`src/rtl/pe_array_pkg.sv`:
```
// pe_array_pkg: shared definitions for the 9x8 PE array sequencer.
//   - pe_ctrl_state_t : sequencer FSM states
//   - PE_COLS/PE_ROWS : default array geometry
//   - PE_WAVE_DEPTH   : diagonal wavefront length (rows + cols - 1)
package pe_array_pkg;

    localparam int PE_COLS        = 8;
    localparam int PE_ROWS        = 9;
    localparam int PE_WAVE_DEPTH  = PE_ROWS + PE_COLS - 1;
    localparam int FMAP_LEN_W_DEF = 10;

    typedef enum logic [2:0] {
        ST_IDLE,
        ST_WLOAD,
        ST_STREAM,
        ST_DRAIN,
        ST_DONE
    } pe_ctrl_state_t;

    // Wavefront depth for a non-default geometry.
    function automatic int wave_depth(input int rows, input int cols);
        return rows + cols - 1;
    endfunction

endpackage

```
`src/rtl/pe_wavefront_gen.sv`:
```
// pe_wavefront_gen: systolic diagonal enable generator.
//   i_clk, i_rest   clock, async active-high reset
//   i_clear         synchronous flush of chain and psum_valid (abort)
//   i_rd_en         fmap read strobe; enters the chain one cycle later
//   o_left_en       bit c*ROWS+r enables PE (col c, row r) = diag[r+c]
//   o_right_en      left enable of the neighbour column; 0 in last column
//   o_psum_valid    bottom-row left enable of column c, delayed one cycle
//   o_empty_next    chain and psum_valid will both be empty next cycle
module pe_wavefront_gen
    import pe_array_pkg::*;
#(
    parameter int NUMBER_PE_COL = PE_COLS,
    parameter int NUMBER_PE_ROW = PE_ROWS
) (
    input  logic                                   i_clk,
    input  logic                                   i_rest,
    input  logic                                   i_clear,
    input  logic                                   i_rd_en,
    output logic [NUMBER_PE_COL*NUMBER_PE_ROW-1:0] o_left_en,
    output logic [NUMBER_PE_COL*NUMBER_PE_ROW-1:0] o_right_en,
    output logic [NUMBER_PE_COL-1:0]               o_psum_valid,
    output logic                                   o_empty_next
);

    localparam int DEPTH = wave_depth(NUMBER_PE_ROW, NUMBER_PE_COL);

    logic [DEPTH-1:0]         diag;
    logic [DEPTH-1:0]         diag_nxt;
    logic [NUMBER_PE_COL-1:0] psum_nxt;

    assign diag_nxt = {diag[DEPTH-2:0], i_rd_en};

    always_ff @(posedge i_clk or posedge i_rest) begin
        if (i_rest) begin
            diag         <= '0;
            o_psum_valid <= '0;
        end else if (i_clear) begin
            diag         <= '0;
            o_psum_valid <= '0;
        end else begin
            diag         <= diag_nxt;
            o_psum_valid <= psum_nxt;
        end
    end

    for (genvar c = 0; c < NUMBER_PE_COL; c++) begin : g_col
        for (genvar r = 0; r < NUMBER_PE_ROW; r++) begin : g_row
            assign o_left_en[c*NUMBER_PE_ROW+r] = diag[r+c];
            if (c < NUMBER_PE_COL - 1) begin : g_rgt
                assign o_right_en[c*NUMBER_PE_ROW+r] = diag[r+c+1];
            end else begin : g_last
                assign o_right_en[c*NUMBER_PE_ROW+r] = 1'b0;
            end
        end
        assign psum_nxt[c] = diag[NUMBER_PE_ROW-1+c];
    end

    // Look-ahead so DRAIN leaves in the cycle of the last psum, giving
    // o_done exactly one cycle after it.
    assign o_empty_next = ~|diag_nxt & ~|psum_nxt;

endmodule

```
`src/rtl/pe_array_ctrl.sv`:
```
// pe_array_ctrl: sequencer for the floating-point PE array.
// Loads one weight set (valid/ready), streams i_fmap_len fmap vectors,
// drives the diagonal PE enables and flags bottom-row psums.
//   i_clk, i_rest        clock, async active-high reset
//   i_start, i_fmap_len  run request (IDLE only), vector count
//   i_w_valid/o_w_ready  weight set handshake; o_weight_en strobes next cycle
//   o_fmap_rd_en/addr    one fmap read per STREAM cycle
//   o_left_en/right_en   per-PE enables, bit c*NUMBER_PE_ROW+r
//   o_psum_valid         bottom-row psum valid per column
//   o_busy, o_done       not-IDLE flag, one-cycle completion pulse
// Optional macro PE_CTRL_ABORT_EN adds i_abort: forces IDLE, flushes the
// wavefront and counters, no o_done.
module pe_array_ctrl
    import pe_array_pkg::*;
#(
    parameter int NUMBER_PE_COL = PE_COLS,
    parameter int NUMBER_PE_ROW = PE_ROWS,
    parameter int FMAP_LEN_W    = FMAP_LEN_W_DEF
) (
    input  logic                                   i_clk,
    input  logic                                   i_rest,
    input  logic                                   i_start,
    input  logic [FMAP_LEN_W-1:0]                  i_fmap_len,
    input  logic                                   i_w_valid,
`ifdef PE_CTRL_ABORT_EN
    input  logic                                   i_abort,
`endif
    output logic                                   o_w_ready,
    output logic                                   o_weight_en,
    output logic                                   o_fmap_rd_en,
    output logic [FMAP_LEN_W-1:0]                  o_fmap_rd_addr,
    output logic [NUMBER_PE_COL*NUMBER_PE_ROW-1:0] o_left_en,
    output logic [NUMBER_PE_COL*NUMBER_PE_ROW-1:0] o_right_en,
    output logic [NUMBER_PE_COL-1:0]               o_psum_valid,
    output logic                                   o_busy,
    output logic                                   o_done
);

    pe_ctrl_state_t          state, state_nxt;
    logic [FMAP_LEN_W-1:0]   len_q;
    logic [FMAP_LEN_W-1:0]   cnt;
    logic                    last_rd;
    logic                    w_hs;
    logic                    abort_act;
    logic                    empty_next;

`ifdef PE_CTRL_ABORT_EN
    assign abort_act = i_abort && (state != ST_IDLE);
`else
    assign abort_act = 1'b0;
`endif

    assign last_rd        = (cnt == len_q - FMAP_LEN_W'(1));
    assign w_hs           = o_w_ready && i_w_valid;
    assign o_busy         = (state != ST_IDLE);
    assign o_fmap_rd_addr = cnt;

    always_comb begin
        state_nxt    = state;
        o_w_ready    = 1'b0;
        o_fmap_rd_en = 1'b0;
        o_done       = 1'b0;
        case (state)
            ST_IDLE: begin
                // A zero-length run spends one cycle in DRAIN (chain is
                // already empty) so its o_done lands two cycles after start.
                if (i_start)
                    state_nxt = (i_fmap_len == '0) ? ST_DRAIN : ST_WLOAD;
            end
            ST_WLOAD: begin
                o_w_ready = !abort_act;
                if (i_w_valid) state_nxt = ST_STREAM;
            end
            ST_STREAM: begin
                o_fmap_rd_en = 1'b1;
                if (last_rd) state_nxt = ST_DRAIN;
            end
            ST_DRAIN: begin
                if (empty_next) state_nxt = ST_DONE;
            end
            ST_DONE: begin
                o_done    = 1'b1;
                state_nxt = ST_IDLE;
            end
            default: state_nxt = ST_IDLE;
        endcase
        if (abort_act) begin
            state_nxt = ST_IDLE;
            o_done    = 1'b0;
        end
    end

    always_ff @(posedge i_clk or posedge i_rest) begin
        if (i_rest) begin
            state       <= ST_IDLE;
            len_q       <= '0;
            cnt         <= '0;
            o_weight_en <= 1'b0;
        end else begin
            state       <= state_nxt;
            o_weight_en <= w_hs;
            if (state == ST_IDLE && i_start)
                len_q <= i_fmap_len;
            // Counter returns to 0 after the last read so the address
            // output idles at 0 outside STREAM.
            if (abort_act || state != ST_STREAM || last_rd)
                cnt <= '0;
            else
                cnt <= cnt + FMAP_LEN_W'(1);
        end
    end

    pe_wavefront_gen #(
        .NUMBER_PE_COL (NUMBER_PE_COL),
        .NUMBER_PE_ROW (NUMBER_PE_ROW)
    ) u_wave (
        .i_clk        (i_clk),
        .i_rest       (i_rest),
        .i_clear      (abort_act),
        .i_rd_en      (o_fmap_rd_en),
        .o_left_en    (o_left_en),
        .o_right_en   (o_right_en),
        .o_psum_valid (o_psum_valid),
        .o_empty_next (empty_next)
    );

endmodule

```
`config.mk`:
```
export PLATFORM = sky130hd
export DESIGN_NAME = pe_array_ctrl
export DESIGN_NICKNAME = d
export VERILOG_FILES = /design/src/rtl/pe_array_pkg.sv /design/src/rtl/pe_wavefront_gen.sv /design/src/rtl/pe_array_ctrl.sv
export SDC_FILE = /design/constraint.sdc
export NUM_CORES = 1
export LEC_CHECK = 0
export CAP_MARGIN = 40
export CORE_AREA = 2 2 91 93
export CTS_CLUSTER_SIZE = 8
export DETAILED_ROUTE_END_ITERATION = 12
export DIE_AREA = 0 0 93 95
export PLACE_DENSITY = 0.87
export SLEW_MARGIN = 20
export SYNTH_ARGS = -nofsm -noshare
export SYNTH_HDL_FRONTEND = slang
export SYNTH_SLANG_ARGS = --single-unit
export TNS_END_PERCENT = 20
```
`constraint.sdc`:
```
create_clock -name i_clk -period 2.7 [get_ports i_clk]
set_input_delay 0.27 -clock i_clk [delete_from_list [all_inputs] [get_ports i_clk]]
set_output_delay 0.27 -clock i_clk [all_outputs]
set_load 0.02 [all_outputs]
```
==> metrics.cfg <==
[status]
status = finished, final reports clean

[power_and_ir_drop]
internal_power_mw = 3.22
power.share.switching = 0.469
power_density_nw_per_um2 = 1550
switching_power_mw = 2.84
clockPowerShare = 0.085
irDropWorstVdd_mv = 0.538
p_seq_frac = 0.225
power_frac_comb = 0.690
p_leak_nw = 1.62

[logic_synthesis]
netlist_instances = 315
synth_top_area_share = 0.349
synth_top_cell_by_area = dfrtp_1
ys_seq_elements = 41
syn_area_per_cell_um2 = 9.34
synth_ff_type = dfrtp_1
synth_edf_count = 0
ys_async_sr_fraction = 1.00
synth_area_leaders = dfrtp_1, buf_4, mux2_2
synth_area_um2 = 2940
ys_types = 44
yosys_warnings = 0
ys_seq_area_frac = 0.349

[critical_path]
reg2reg_slack_ns = 0.30
startpoint = len_q[0]
endpoint = o_fmap_rd_addr[7]
path_buf_inv = 1
cp_cell_sequence = inv_1 -> ha_1 -> nor2b_1 -> or3_1 -> a31o_1 -> nor4_4 -> nor2_1
endpoint_kind = flip-flop
crit_family = simple AND/OR/NAND/NOR gates
slowest_stage = nor4_4
cpPeakStageDelay_ns = 0.58
critPathRequiredTime_ns = 2.86
cp.arrival_ns = 2.56
startpoint_type = flip-flop
crit_type = flip-flop to flip-flop
cp_max_fo = 10
rr_endpoint = o_fmap_rd_addr[7]
worst_r2r_path_depth = 7
rr_startpoint = len_q[0]
cp.depth = 7

[global_routing]
busiest_layer = met2
grt_overflow = 0
grt_pass1_wl_um = 9490
globalRouteMet3Util = 0.0247
grtUsageMet1 = 0.165
first_global_vias = 1809
met2_usage = 0.252
grt_usage = 0.136
grt_max_degree = 42
grt_antenna_before_repair = 0

[drt]
first_iter_violations = 49
routed-via-count = 2069
post-route-drc-count = 0
viasPerCell = 4.40
detail-route-antenna-nets = 0
wl_per_cell_um = 13.9
drt-pass1-iter-count = 4
routed_wl_um = 6560

[sta]
slew_violations = 0
rsz0062_at_grt = no
skew_ns = 0.00775
finalSetupViolCount = 0
fmax_mhz = 416
period_share = 0.890
worst-slew-pin-transition_ns = 0.584
worst_slew_margin_rel = 0.608
finalHoldViolations = 0
period_needed_ns = 2.40
fin_setup_tns_ns = 0

[clock_network]
cts_tree = yes
post-cts-setup-buffers = 0
path_clk_slew_ns = 0.08
clk_path_buf_depth = 2
cts_made_buffers = 5
postCtsHoldBufs = 0
clkSinkCount = 41
cts_root_buf = clkbuf_8
cts.repair.resized = 0
clk_latency_ns = 0.29
cts_max_level = 2

[placed_design]
io_buffers = 171
placed_area_um2 = 3800
gp_congestion = 0.845
hpwl_um = 4970

[job]
maxCapViolations = 0

[cells_and_area]
areaGrowthSynthToFinish_pct = 33.2
final_util = 0.494
nNetsFinal = 380
postLayoutCellArea_um2 = 3920
drive_above_1_share = 0.0658
antenna_cells = 0

[die]
die_height_um = 95
die_area_um2 = 8840
rows = 33
ios = 181
fp.coreArea_um2 = 7930
start_util = 0.371
die_x_um = 93

[worst_hold_path]
min_path_type = input port to async pin

==> worst min path at each step <==
stage	depth (start not counted)	from	slack, ns	to
6_report	3	i_rest	0.40	u_wave.diag[1]
5_1_grt	3	i_rest	0.44	u_wave.diag[8]
4_1_cts	3	i_rest	0.41	u_wave.o_psum_valid[5]
3_5_place_dp	0	u_wave.diag[0]	0.41	u_wave.diag[1]
3_3_place_gp	0	u_wave.diag[0]	0.41	u_wave.diag[1]
2_1_floorplan	2	i_fmap_len[0]	0.39	len_q[0]
==> worst reg2reg max path, cell delays in order (launching register included) <==
cell	delay, ns
dfrtp_1	0.42
inv_1	0.08
ha_1	0.29
nor2b_1	0.16
or3_1	0.37
a31o_1	0.25
nor4_4	0.58
nor2_1	0.13
==> final cells by class <==
| class | count | area (µm²) |
|---|---|---|
| Clock inverter | 2 | 37.5 |
| Fill cell | 745 | 4010 |
| Clock buffer | 6 | 82.6 |
| Sequential cell | 41 | 1030 |
| Timing Repair Buffer | 174 | 1730 |
| Multi-Input combinational cell | 137 | 887 |
| Inverter | 5 | 18.8 |
| Tap cell | 105 | 131 |
==> state kept, by name, summed over array words and instances (netlist names) <==
register             count
state                    3
u_wave.o_psum_valid      8
u_wave.diag              9
o_weight_en              1
len_q                   10
o_fmap_rd_addr          10
==> power by group through the flow <==
stage / sequential, mW / combinational, mW / clock [mW]
floorplan: 1.41 / 3.14 / 0
global placement: 1.36 / 4.17 / 0
detailed placement: 1.39 / 4.21 / 0
CTS: 1.38 / 4.22 / 0.534
global route: 1.45 / 4.37 / 0.553
finish: 1.36 / 4.18 / 0.517
==> Yosys cell counts (all sizes together), types with 2 or more instances <==
cell / count
mux2: 8
nand2b: 4
nor3b: 2
clkbuf: 4
xor2: 8
buf: 136
inv: 5
a21boi: 2
and3: 3
nand2: 17
o21ai: 4
and3b: 2
a31oi: 2
or3: 2
ha: 2
nor3: 11
nand3: 6
nor2b: 2
nor2: 18
dfrtp: 41
nor4: 7
xnor2: 9
a21oi: 3
==> cell families (layout without fill, tap and decap cells) <==
group / Yosys count / count (layout) / synth area share
xor gates and xnor gates: 17 / 17 / 0.0506
DFF: 41 / 41 / 0.349
other: 1 / 9 / 0.00127
muxes: 8 / 8 / 0.0306
adders and majority gates: 2 / 2 / 0.00851
and+or+nand+nor: 82 / 82 / 0.155
buffers and inverters: 145 / 187 / 0.360
AOI/OAI and AO/OA: 19 / 19 / 0.0451
==> stage by stage <==
step	hold slack, ns	worst slack, ns	cells	total power, mW
CTS	0.412	0.299	470	6.14
detailed placement	0.407	0.331	462	5.60
floorplan	0.387	0.581	323	4.55
finish	0.399	0.297	470	6.06
global placement	0.409	0.416	462	5.54
global route	0.444	0.100	470	6.37
==> placed cells by master (no fill, tap or decap), drive strengths merged, types with 2 or more instances in the layout <==
master / synthesis / final
a31oi: 2 / 2
a21oi: 3 / 3
ha: 2 / 2
nor3b: 2 / 2
clkdlybuf4s50: 0 / 171
inv: 5 / 5
clkbuf: 4 / 6
xor2: 8 / 8
a21boi: 2 / 2
nor2b: 2 / 2
nor4: 7 / 7
dfrtp: 41 / 41
nor2: 18 / 18
nand2b: 4 / 4
nand3: 6 / 6
nand2: 17 / 17
nor3: 11 / 11
and3b: 2 / 2
o21ai: 4 / 4
or3: 2 / 2
mux2: 8 / 8
conb: 1 / 9
xnor2: 9 / 9
and3: 3 / 3
buf: 136 / 3
==> routing by layer <==
| metal | vias up | part of all wire |
|---|---|---|
| li1 | 992 | - |
| met1 | 979 | 0.39 |
| met2 | 95 | 0.53 |
| met3 | 3 | 0.073 |
| met4 | 0 | 0.0034 |
| met5 | - | 0 |
Note: power is estimated with default switching activity, not from simulation.
